<file path="src/rtl/fifo_pkg.sv">
`default_nettype none
// +----------------------------------------------------------------------+
// | fifo_pkg                                                              |
// | Shared constants and helpers for the single- and dual-clock FIFOs.    |
// | Rev 1.0                                                               |
// +----------------------------------------------------------------------+
package fifo_pkg;

    localparam int FWFT_OFF = 0;
    localparam int FWFT_ON  = 1;

    function automatic int clog2(input int n);
        int r;
        int v;
        r = 0;
        v = n - 1;
        while (v > 0) begin
            r++;
            v = v >> 1;
        end
        return r;
    endfunction

    function automatic bit is_pow2(input int n);
        return (n > 0) && ((n & (n - 1)) == 0);
    endfunction

    function automatic bit params_ok(input int width, input int depth,
                                     input int af, input int ae);
        return (width >= 1) && (depth >= 2) && is_pow2(depth) &&
               (af >= 1) && (af <= depth) && (ae >= 0) && (ae <= depth - 1);
    endfunction

endpackage
`default_nettype wire

</file>
<file path="src/rtl/sync_fifo_flags_if.sv">
`default_nettype none
// +----------------------------------------------------------------------+
// | sync_fifo_flags_if                                                    |
// | Producer/consumer bus of the single-clock flagged FIFO.               |
// | Rev 1.0                                                               |
// +----------------------------------------------------------------------+
interface sync_fifo_flags_if
    import fifo_pkg::*;
#(
    parameter int WIDTH = 8,
    parameter int DEPTH = 16
);
    localparam int c_CW = clog2(DEPTH) + 1;

    logic [WIDTH-1:0] dat_i;
    logic             wen;
    logic             ren;
    logic             clr_err;
    logic [WIDTH-1:0] dat_o;
    logic             full;
    logic             empty;
    logic             almost_full;
    logic             almost_empty;
    logic [c_CW-1:0]  count;
    logic             overflow;
    logic             underflow;

    modport master (
        output dat_i, wen, ren, clr_err,
        input  dat_o, full, empty, almost_full, almost_empty, count,
               overflow, underflow
    );

    modport slave (
        input  dat_i, wen, ren, clr_err,
        output dat_o, full, empty, almost_full, almost_empty, count,
               overflow, underflow
    );

endinterface
`default_nettype wire

</file>
<file path="src/rtl/fifo_mem.sv">
`default_nettype none
// +----------------------------------------------------------------------+
// | fifo_mem                                                              |
// | DEPTH x WIDTH storage: synchronous write, asynchronous read, no reset.|
// | Rev 1.0                                                               |
// +----------------------------------------------------------------------+
module fifo_mem
    import fifo_pkg::*;
#(
    parameter int WIDTH = 8,
    parameter int DEPTH = 16,
    localparam int c_AW = clog2(DEPTH)
) (
    input  logic             clk,
    input  logic             we,
    input  logic [c_AW-1:0]  waddr,
    input  logic [WIDTH-1:0] wdata,
    input  logic [c_AW-1:0]  raddr,
    output logic [WIDTH-1:0] rdata
);

    logic [WIDTH-1:0] r_mem [DEPTH];

    always_ff @(posedge clk) begin
        if (we) begin
            r_mem[waddr] <= wdata;
        end
    end

    assign rdata = r_mem[raddr];

endmodule
`default_nettype wire

</file>
<file path="src/rtl/sync_fifo_flags.sv">
`default_nettype none
// +----------------------------------------------------------------------+
// | sync_fifo_flags                                                       |
// | Single-clock FIFO with occupancy count, almost flags, sticky errors   |
// | and selectable standard / first-word-fall-through read mode.          |
// | Rev 1.0                                                               |
// +----------------------------------------------------------------------+
module sync_fifo_flags
    import fifo_pkg::*;
#(
    parameter int WIDTH     = 8,
    parameter int DEPTH     = 16,
    parameter int FWFT      = FWFT_OFF,
    parameter int AF_THRESH = DEPTH - 2,
    parameter int AE_THRESH = 1
) (
    input  logic               clk,
    input  logic               rst_ni,
    sync_fifo_flags_if.slave   bus
);

    localparam int c_AW = clog2(DEPTH);
    localparam int c_CW = c_AW + 1;

    if (!params_ok(WIDTH, DEPTH, AF_THRESH, AE_THRESH)) begin : g_param_err
        $error("sync_fifo_flags: illegal WIDTH/DEPTH/AF_THRESH/AE_THRESH");
    end

    logic [c_AW:0]    r_wptr;
    logic [c_AW:0]    r_rptr;
    logic             r_overflow;
    logic             r_underflow;
    logic [c_CW-1:0]  w_count;
    logic             w_full;
    logic             w_empty;
    logic             w_we;
    logic             w_re;
    logic [WIDTH-1:0] w_rdata;

    // Flags decode only from registered pointers, never from wen/ren.
    assign w_count = r_wptr - r_rptr;
    assign w_full  = (w_count == c_CW'(DEPTH));
    assign w_empty = (w_count == '0);
    assign w_we    = bus.wen && !w_full;
    assign w_re    = bus.ren && !w_empty;

    always_ff @(posedge clk) begin
        if (!rst_ni) begin
            r_wptr      <= '0;
            r_rptr      <= '0;
            r_overflow  <= 1'b0;
            r_underflow <= 1'b0;
        end else begin
            if (w_we) begin
                r_wptr <= r_wptr + c_CW'(1);
            end
            if (w_re) begin
                r_rptr <= r_rptr + c_CW'(1);
            end
            r_overflow  <= (bus.wen && w_full)  || (r_overflow  && !bus.clr_err);
            r_underflow <= (bus.ren && w_empty) || (r_underflow && !bus.clr_err);
        end
    end

    fifo_mem #(
        .WIDTH (WIDTH),
        .DEPTH (DEPTH)
    ) u_mem (
        .clk   (clk),
        .we    (w_we),
        .waddr (r_wptr[c_AW-1:0]),
        .wdata (bus.dat_i),
        .raddr (r_rptr[c_AW-1:0]),
        .rdata (w_rdata)
    );

    if (FWFT == FWFT_ON) begin : g_fwft
        assign bus.dat_o = w_rdata;
    end else begin : g_std
        logic [WIDTH-1:0] r_dat;

        always_ff @(posedge clk) begin
            if (!rst_ni) begin
                r_dat <= '0;
            end else if (w_re) begin
                r_dat <= w_rdata;
            end
        end

        assign bus.dat_o = r_dat;
    end

    assign bus.full         = w_full;
    assign bus.empty        = w_empty;
    assign bus.almost_full  = (w_count >= c_CW'(AF_THRESH));
    assign bus.almost_empty = (w_count <= c_CW'(AE_THRESH));
    assign bus.count        = w_count;
    assign bus.overflow     = r_overflow;
    assign bus.underflow    = r_underflow;

endmodule
`default_nettype wire

</file>
<file path="src/flat_wrapper.sv">
// flat-port wrapper written by rule: the top's interface ports become plain ports
module sync_fifo_flags_flat import fifo_pkg::*;
#(
    parameter int WIDTH     = 8,
    parameter int DEPTH     = 16,
    parameter int FWFT      = FWFT_OFF,
    parameter int AF_THRESH = DEPTH - 2,
    parameter int AE_THRESH = 1
)
  (clk, rst_ni, bus_dat_i, bus_wen, bus_ren, bus_clr_err, bus_dat_o, bus_full, bus_empty, bus_almost_full, bus_almost_empty, bus_count, bus_overflow, bus_underflow);
  sync_fifo_flags_if #(.WIDTH(WIDTH), .DEPTH(DEPTH)) bus_i ();
  input  logic clk;
  input  logic rst_ni;
  input wire logic [$bits(bus_i.dat_i)-1:0] bus_dat_i;
  input wire logic [$bits(bus_i.wen)-1:0] bus_wen;
  input wire logic [$bits(bus_i.ren)-1:0] bus_ren;
  input wire logic [$bits(bus_i.clr_err)-1:0] bus_clr_err;
  output wire logic [$bits(bus_i.dat_o)-1:0] bus_dat_o;
  output wire logic [$bits(bus_i.full)-1:0] bus_full;
  output wire logic [$bits(bus_i.empty)-1:0] bus_empty;
  output wire logic [$bits(bus_i.almost_full)-1:0] bus_almost_full;
  output wire logic [$bits(bus_i.almost_empty)-1:0] bus_almost_empty;
  output wire logic [$bits(bus_i.count)-1:0] bus_count;
  output wire logic [$bits(bus_i.overflow)-1:0] bus_overflow;
  output wire logic [$bits(bus_i.underflow)-1:0] bus_underflow;
  assign bus_i.dat_i = bus_dat_i;
  assign bus_i.wen = bus_wen;
  assign bus_i.ren = bus_ren;
  assign bus_i.clr_err = bus_clr_err;
  assign bus_dat_o = bus_i.dat_o;
  assign bus_full = bus_i.full;
  assign bus_empty = bus_i.empty;
  assign bus_almost_full = bus_i.almost_full;
  assign bus_almost_empty = bus_i.almost_empty;
  assign bus_count = bus_i.count;
  assign bus_overflow = bus_i.overflow;
  assign bus_underflow = bus_i.underflow;
  sync_fifo_flags #(.WIDTH(WIDTH), .DEPTH(DEPTH), .FWFT(FWFT), .AF_THRESH(AF_THRESH), .AE_THRESH(AE_THRESH)) u_core (.clk(clk), .rst_ni(rst_ni), .bus(bus_i));
endmodule
</file>
<file path="config.mk">
export PLATFORM = sky130hd
export DESIGN_NAME = sync_fifo_flags_flat
export DESIGN_NICKNAME = d
export VERILOG_FILES = /design/src/rtl/fifo_pkg.sv /design/src/rtl/sync_fifo_flags_if.sv /design/src/rtl/fifo_mem.sv /design/src/rtl/sync_fifo_flags.sv /design/src/flat_wrapper.sv
export SDC_FILE = /design/constraint.sdc
export NUM_CORES = 1
export LEC_CHECK = 0
export BUFFER_PORTS_ARGS = -buffer_cell sky130_fd_sc_hd__buf_2
export CAP_MARGIN = 20
export CELL_PAD_IN_SITES_DETAIL_PLACEMENT = 0
export CELL_PAD_IN_SITES_GLOBAL_PLACEMENT = 1
export CORE_MARGIN = 2
export CORE_UTILIZATION = 55
export DETAILED_ROUTE_END_ITERATION = 12
export PLACE_DENSITY_LB_ADDON = 0.15
export SETUP_SLACK_MARGIN = 0.4
export SLEW_MARGIN = 30
export SYNTH_ARGS = -nofsm -noshare
export SYNTH_HDL_FRONTEND = slang
export SYNTH_SLANG_ARGS = --single-unit
</file>
<file path="constraint.sdc">
create_clock -name clk -period 5.5 [get_ports clk]
set_clock_uncertainty 0.15 [all_clocks]
set_input_delay 0.825 -clock clk [delete_from_list [all_inputs] [get_ports clk]]
set_output_delay 0.825 -clock clk [all_outputs]
set_load 0.02 [all_outputs]
</file>
==> summary.md, run 1 <==
| Metric | Value |
|---|---|
| Status | `finished, final reports clean` |
| Final slew viol count | `0` |
| Seq/Total Area, Yosys | `68.40%` |
| CTS clk-pin slew, worst paths | `0.06 ns` |
| Area grow syn2layout | `12.64%` |
| Diode count | `0` |
| Clock share of power | `31.5%` |
| Int Pwr | `about 2.3 mW` |
| Sequential share of power | `39.6%` |
| Fin Setup TNS | `0 ns` |
| Die height | `110.2 um` |
| Input/output buffers | `31` |
| DP Area | `0.006442 mm^2` |
| Critical Path RT | `4.53 ns` |
| Vias per cell | `6.060` |
| Post-Layout Cell Count | `563` |
| Core area | `between 0.01 and 0.015 mm^2` |
| Sw frac | `a little under a third` |
| Area of the die | `roughly 0.012 mm^2` |
| Layout Utilization | `63.91%` |
| Effective utilization at floorplan | `between 50% and 60%` |
| Maximum vdd drop | `0.2729 mV` |
| Nets | `435` |
| Crit end category | `primary output` |
| Post-route antenna net violation count | `0` |
| Power, Total | `3.401 mW` |
| Synth unique cells | `46` |
| Pwr dens | `486.6 mW/mm^2` |
| Total wire length | `~13 mm` |
| Critical path class | `reg2out` |
| Hold_buf cts | `0` |
| Average wire per standard cell | `23.08 um` |
| Syn nets | `402` |
| R2r startpoint | `u_core.r_wptr[0]` |
| First-pass GRT wire length | `19.22 mm` |
| CTS sink count | `148` |
| Crit path arrival time | `2.89 ns` |
| EDFF count, synth | `128` |
| Worst Hold Depth | `2` |
| Worst slew pin tran | `0.7452 ns` |
| Hold path endpoint | `u_core.bus.dat_o[0]` |
| Drt initial violations | `320` |
| Residual DRC | `0` |
| Final period util | `70.30%` |
| # setup viols final | `0` |
| Post-synthesis instance total | `379` |
| H-tree Lvls | `4` |
| Dpl cells | `533` |
| Gpl congestion | `0.7783` |
| CP Launch Type | `flop` |
| Combinational Power Share | `28.9%` |
| FF+latch count, synth | `148` |
| Net load switching power | `1.086 mW` |
| Die outline width | `110.2 um` |
| Ports | `32` |
| Pre-antenna DRT Iters | `4` |
| Fraction of final layout cells sized beyond drive strength 1 | `between 20% and 30%` |
| Leading cell types in the layout, fill and taps excluded | `edfxtp_1, buf_2, mux4_2, nand2_1, dfxtp_1` |
| Clock Latency Late Sink | `0.42 ns` |
| CTS resizes | `0` |
| RR Endpoint | `u_core.u_mem.r_mem[13][7]` |
| Reg2Reg Setup Slack | `1.83 ns` |
| Static Leakage | `2.407 nW` |
| Max-cap violations | `0` |
| CTS tree | `built` |
| Vias in the first global route | `3,275` |
| Synth Cell Area | `0.006205 mm^2` |
| Row count | `38` |
| Ys async rst share | `0%` |
| Fmax | `258.6 MHz` |
| Hpwl dp | `8.445 mm` |
| Final hold slack | `0.3021 ns` |
| Min-delay src | `u_core.bus.dat_o[0]` |
| Avg Inst Size Synth | `16.37 um^2` |
| Crit-path max FO | `15` |
| Root Driver | `clkbuf_16` |
| Gr ovfl total | `0` |
| Reg2reg path depth | `10` |
| Initial antenna violation count | `0` |
| Fin area | `0.006989 mm^2` |
| CTS max path bufs | `2` |
| Largest net degree at the start of global routing | `between 40 and 50` |
| GRT Resource Usage Total | `23.27%` |
| Max_slew headroom | `50.32%` |
| Final Critical Period | `3.867 ns` |
| Via count | `3,412` |
| Postcts setup bufs | `0` |
| RSZ-0062 raised after global routing | `false` |
| Setup slack at placement | `1.877 ns` |
| Setup ws final | `1.633 ns` |
| Num CTS Buffers | `17` |
| Min-delay worst type | `reg2reg` |
| Most common cell after layout, fill and taps aside | `edfxtp_1` |
| Ys flop type | `edfxtp_1` |
| Yosys warnings | `0` |
| Final hold violation count | `0` |
==> synth_stat cells, types with 2 or more instances <==
master	instances	share of area [%]
nand2_1	22	1.3
mux2i_1	18	2.9
buf_6	3	0.54
nand3b_1	6	0.73
a2111oi_0	4	0.56
buf_4	4	0.48
dfxtp_1	20	6.5
nor2b_1	7	0.71
nand4_1	8	0.81
edfxtp_1	128	62
mux4_2	27	9.8
nor4_1	2	0.20
xor2_1	3	0.42
and3_1	13	1.3
nand2b_1	8	0.81
o2111ai_1	5	0.71
a21oi_2	2	0.28
a32oi_1	2	0.28
inv_1	10	0.61
ha_1	9	1.8
clkbuf_1	7	0.42
nand3_1	6	0.48
buf_2	6	0.48
o21ai_1	2	0.16
and2_1	4	0.40
o22ai_1	10	1.0
nor2_1	16	0.97
a21oi_1	7	0.56
mux2_2	3	0.54
==> logic make-up after synthesis <==
group	count (synthesis)	synth area share (%)
buf+inv	32	2.662
fa+ha+maj	10	2.138
xor+xnor	3	0.4235
compound gates	42	4.880
simple gates	96	8.248
mux	48	13.25
flops	148	68.40
==> sequential cells by signal, summed over array words and instances, names as in the netlist <==
register,flops
u_core.u_mem.r_mem,128
u_core.bus.dat_o,8
u_core.r_rptr,5
u_core.r_wptr,5
u_core.bus.overflow,1
u_core.bus.underflow,1
==> worst max path at each step <==
| stage | cells past startpoint | endpoint | slack [ns] | from |
|---|---|---|---|---|
| after CTS | 10 | bus_almost_empty | 1.61 | u_core.r_wptr[0] |
| after global placement | 10 | u_core.u_mem.r_mem[12][2] | 1.95 | u_core.r_wptr[0] |
| after detailed placement | 10 | u_core.u_mem.r_mem[13][7] | 1.88 | u_core.r_wptr[0] |
| after floorplan | 10 | bus_almost_empty | 1.89 | u_core.r_rptr[2] |
| after global routing | 10 | bus_almost_empty | 1.44 | u_core.r_wptr[0] |
| final | 10 | bus_almost_empty | 1.63 | u_core.r_wptr[0] |
==> per-layer routing <==
layer	global-route usage, %	wire length (um)	vias up
li1	-	-	1557
met2	35.80	6189	111
met3	6.467	880	13
met5	0	0	-
met4	6.429	161	0
met1	33.10	5763	1731
==> power groups by stage <==
stage / registers [mW] / logic (mW) / clock network (mW)
after CTS: 1.35 / 0.989 / 1.08
after global routing: 1.36 / 1.06 / 1.14
after global placement: 1.37 / 0.968 / 0
after floorplan: 1.41 / 0.675 / 0
after detailed placement: 1.37 / 0.982 / 0
final: 1.35 / 0.983 / 1.07
==> critical path: stages, from the launching register on <==
cell and delay, ns:
dfxtp_1 0.41, inv_1 0.12, ha_1 0.22, fa_1 0.41
nand2b_1 0.17, a21oi_1 0.15, xor2_1 0.16, buf_4 0.20
inv_2 0.15, nor4_1 0.28, buf_2 0.21
==> final cells by class <==
| type | instances | area (um^2) |
|---|---|---|
| flip-flops and latches | 148 | 4245 |
| fillers | 785 | 3946 |
| multi-input cells | 199 | 1795 |
| clock buffers | 19 | 432.9 |
| repair buffers | 35 | 185.2 |
| well taps | 140 | 175.2 |
| clock inverters | 11 | 113.9 |
| inverters | 11 | 41.29 |
No activity file was read; power rests on OpenSTA's default activity.
==> inputs of run 2 (changes only) <==
--- a/config.mk
+++ b/config.mk
@@ -5,12 +5,13 @@
 export SDC_FILE = /design/constraint.sdc
 export NUM_CORES = 1
 export LEC_CHECK = 0
+export ABC_AREA = 1
 export BUFFER_PORTS_ARGS = -buffer_cell sky130_fd_sc_hd__buf_2
 export CAP_MARGIN = 20
 export CELL_PAD_IN_SITES_DETAIL_PLACEMENT = 0
 export CELL_PAD_IN_SITES_GLOBAL_PLACEMENT = 1
 export CORE_MARGIN = 2
-export CORE_UTILIZATION = 55
+export CORE_UTILIZATION = 44
 export DETAILED_ROUTE_END_ITERATION = 12
 export PLACE_DENSITY_LB_ADDON = 0.15
 export SETUP_SLACK_MARGIN = 0.4
==> constraint.sdc (replaced) <==
create_clock -name clk -period 3.4 [get_ports clk]
set_clock_uncertainty 0.15 [all_clocks]
set_input_delay 0.51 -clock clk [delete_from_list [all_inputs] [get_ports clk]]
set_output_delay 0.51 -clock clk [all_outputs]
set_load 0.02 [all_outputs]
==> run 2 against run 1 <==
  * Clock power increased by 67%
  * Die area increased by 27%
  * Register-to-register slack got worse by 1.2 ns
  * Sequential share of layout area decreased by 3.0 points
  * Sequential power increased by 54%
  * Critical endpoint is now bus_full
==> summary.md, run 2 <==
| Metric | Value |
|---|---|
| Status | `finished, final reports clean` |
| Min-delay worst type | `in2reg` |
| Synth area leaders | `edfxtp_1, nor2_1, dfxtp_1, nand2_1, o21ai_1` |
| Final slew viol count | `0 (unchanged)` |
| Reg2reg path depth | `10 (unchanged)` |
| Top-count cell post-synth | `nor2_1` |
| Area of the die | `0.01540 mm^2 (+27%)` |
| Critical path class | `reg2out` |
| Input/output buffers | `31 (unchanged)` |
| CTS max path bufs | `2 (unchanged)` |
| Final Critical Period | `approximately 2.9 ns` |
| FF+latch count, synth | `148 (unchanged)` |
| Hold_buf cts | `0 (unchanged)` |
| Residual DRC | `0 (unchanged)` |
| Max reg flops | `128 (unchanged)` |
| Ports | `32 (unchanged)` |
| Dpl cells | `808 (+52%)` |
| First-pass GRT wire length | `22.43 mm (+17%)` |
| Post-Synth XOR/XNOR Area | `0.2760% (-0.15 points)` |
| # setup viols final | `0 (unchanged)` |
| Initial antenna violation count | `0 (unchanged)` |
| Ys flop type | `edfxtp_1` |
| Max-cap violations | `0 (unchanged)` |
| Crit-path max FO | `6 (-9)` |
| Hpwl dp | `9.735 mm (+15%)` |
| Yosys top cell area share | `60.56% (-1.4 points)` |
| Seq/Total Area, Yosys | `66.86% (-1.5 points)` |
| RR Endpoint | `u_core.u_mem.r_mem[2][6]` |
| Avg Inst Size Synth | `10.51 um^2 (-36%)` |
| Post-synthesis instance total | `604 (+59%)` |
| Critical Path RT | `2.74 ns (-1.79 ns)` |
| Effective utilization at floorplan | `45.38% (-11 points)` |
| Diode count | `0 (unchanged)` |
| Drt initial violations | `268 (-16%)` |
| RSZ-0062 raised after global routing | `true` |
| CTS sink count | `148 (unchanged)` |
| Maximum vdd drop | `0.3233 mV (+18%)` |
| Max_slew headroom | `43.35% (-7.0 points)` |
| Num CTS Buffers | `17 (unchanged)` |
| Register area | `0.004249 mm^2 (about the same)` |
| Final hold violation count | `0 (unchanged)` |
| Average wire per standard cell | `17.38 um (-25%)` |
| Total wire length | `14.60 mm (+12%)` |
| H-tree Lvls | `4 (unchanged)` |
| Via count | `4,296 (+26%)` |
| Post-Layout Cell Count | `840 (+49%)` |
| Crit path arrival time | `2.25 ns (-0.64 ns)` |
| EDFF count, synth | `128 (unchanged)` |
| Multi-input logic area | `0.001822 mm^2 (+1.5%)` |
| FILL cells | `1,258 (+60%)` |
| CTS tree | `built` |
| Synth Cell Area | `0.006347 mm^2 (+2.3%)` |
| Crit end category | `primary output` |
| Yosys warnings | `0 (unchanged)` |
| Syn nets | `627 (+56%)` |
| Crit. Startpoint | `u_core.r_wptr[0]` |
| Synth unique cells | `28 (-39%)` |
| Post-synthesis mux area share | `0% (-13 points)` |
| Most flop-heavy register | `u_core.u_mem.r_mem` |
| Nets | `671 (+54%)` |
| Most common cell after layout, fill and taps aside | `nor2_1` |
| R2r startpoint | `u_core.r_wptr[0]` |
| Largest net degree at the start of global routing | `68 (+55%)` |
| GRT Resource Usage Total | `20.35% (-2.9 points)` |
| Final hold slack | `0.2069 ns (-0.09517 ns)` |
| Ys async rst share | `0% (unchanged)` |
| Area grow syn2layout | `15.87%` |
| Reg2Reg Setup Slack | `0.64 ns (-1.19 ns)` |
| Cell taking the most area after synthesis | `edfxtp_1` |
| Die outline width | `124.1 um (+13%)` |
| Leading cell types in the layout, fill and taps excluded | `nor2_1, edfxtp_1, nand2_1, o21ai_1, inv_1` |
| Gpl congestion | `0.9014 (+16%)` |
| Die height | `124.1 um (+13%)` |
| Simple-Gate Fraction of Synth Area | `16.79% (+8.5 points)` |
| Vias per cell | `5.114 (-16%)` |
| Worst slew pin tran | `0.8466 ns (+0.1015 ns)` |
| Pwr dens | `661.8 mW/mm^2 (+36%)` |
| Gr ovfl total | `0 (unchanged)` |
| Fraction of final layout cells sized beyond drive strength 1 | `15.61% (-7.3 points)` |
| CTS clk-pin slew, worst paths | `0.06 ns (about the same)` |
| CP Launch Type | `flop` |
| Largest family of logic cells by synthesized area | `simple AND/OR/NAND/NOR gates` |
| Fin Setup TNS | `0 ns (unchanged)` |
| Final period util | `a little under nine tenths` |
| Vias in the first global route | `4,147 (+27%)` |
| Core area | `0.01399 mm^2 (+28%)` |
| DP Area | `0.006733 mm^2 (+4.5%)` |
| Post-route antenna net violation count | `0 (unchanged)` |
| Row count | `43 (+13%)` |
| Synth Area in Adders | `2.089% (-0.048 points)` |
| Layout Utilization | `52.58% (-11 points)` |
| Fmax | `344.2 MHz` |
| Pre-antenna DRT Iters | `5 (+1)` |
| Clock Latency Late Sink | `0.42 ns (about the same)` |
| Crit path capture | `bus_full` |
| Synth Area in Compound Gates | `8.949% (+4.1 points)` |
| Synth top cells by count | `nor2_1, edfxtp_1, nand2_1, o21ai_1, inv_1` |
| Fin area | `0.007355 mm^2 (+5.2%)` |
| Static Leakage | `2.758 nW (+15%)` |
| Root Driver | `clkbuf_16` |
[run 2: cell types whose count changed in the layout (fill, tap and decap cells not counted), sizes merged, moves of 12 or more]
cell / before / now
mux4: 27 / 0
o211ai: 0 / 16
and3: 13 / 0
nand3: 6 / 18
nand2: 22 / 92
nor2: 16 / 150
o21ai: 3 / 80
inv: 11 / 38
mux2i: 18 / 0
buf: 35 / 52
[run 2: worst min path at each step]
stage / startpoint / end / slack [ns] / depth (start not counted)
after floorplan: u_core.r_wptr[4] / u_core.r_wptr[4] / 0.35 / 2
after global placement: u_core.bus.underflow / u_core.bus.underflow / 0.30 / 2
after detailed placement: u_core.bus.underflow / u_core.bus.underflow / 0.31 / 2
after CTS: bus_clr_err / u_core.bus.underflow / 0.19 / 4
after global routing: bus_clr_err / u_core.bus.overflow / 0.21 / 4
final: bus_clr_err / u_core.bus.underflow / 0.21 / 4
[run 2: worst max-delay path, stage by stage (launching register included)]
cell      delay, ns
dfxtp_4        0.37
inv_1          0.08
ha_2           0.19
fa_2           0.36
nand3b_1       0.18
nand3_1        0.18
nand3_2        0.12
nor2_4         0.20
buf_6          0.15
[run 2: layer usage]
layer | routed length [um] | global-route usage, % | vias to the layer above
met2 | 7453 | 34.49 | 78
met3 | 580 | 4.899 | 12
li1 | - | - | 2135
met4 | 114 | 6.180 | 0
met1 | 6453 | 25.91 | 2071
met5 | 0 | 0 | -
[run 2: kinds of logic (layout without fill, tap and decap cells)]
kind of cell	after synthesis	count (layout)
buffers and inverters	73	129
adder cells (fa/ha/maj)	10	10
AND/OR/NAND/NOR	266	266
flip-flops	148	148
AO/OA/AOI/OAI	105	105
XOR/XNOR	2	2
[run 2: per-stage QoR]
| stage | setup slack (ns) | power [mW] |
|---|---|---|
| finish | 0.4947 | 4.867 |
| floorplan | 0.4344 | 2.796 |
| global route | 0.3670 | 5.093 |
| CTS | 0.4032 | 4.896 |
| detailed placement | 0.3921 | 3.086 |
| global placement | 0.4855 | 3.073 |
[run 2: final cells by class]
class | count | share of cell area [%]
clock buffer | 19 | 5.886
clock inverter | 12 | 1.820
timing repair buffer | 52 | 4.338
sequential | 148 | 57.77
tap | 180 | 3.062
multi-input combinational | 383 | 24.77
inverter | 46 | 2.348
[run 2: timing repair]
item / in CTS / in global routing
setup buffers: 1 / 0
gates resized for setup: 6 / 8
endpoints found under the hold margin: 0 / 0
pin swaps: 2 / 3
endpoints found under the setup margin: 11 / 37
gates cloned: 0 / 0
[run 2: where the power goes]
part / internal (mW) / switching, mW / total (mW) / leakage [nW]
logic: 0.311 / 0.685 / 0.996 / 1.17
clock network: 1.08 / 0.716 / 1.79 / 0.261
registers: 2.05 / 0.0327 / 2.08 / 1.32
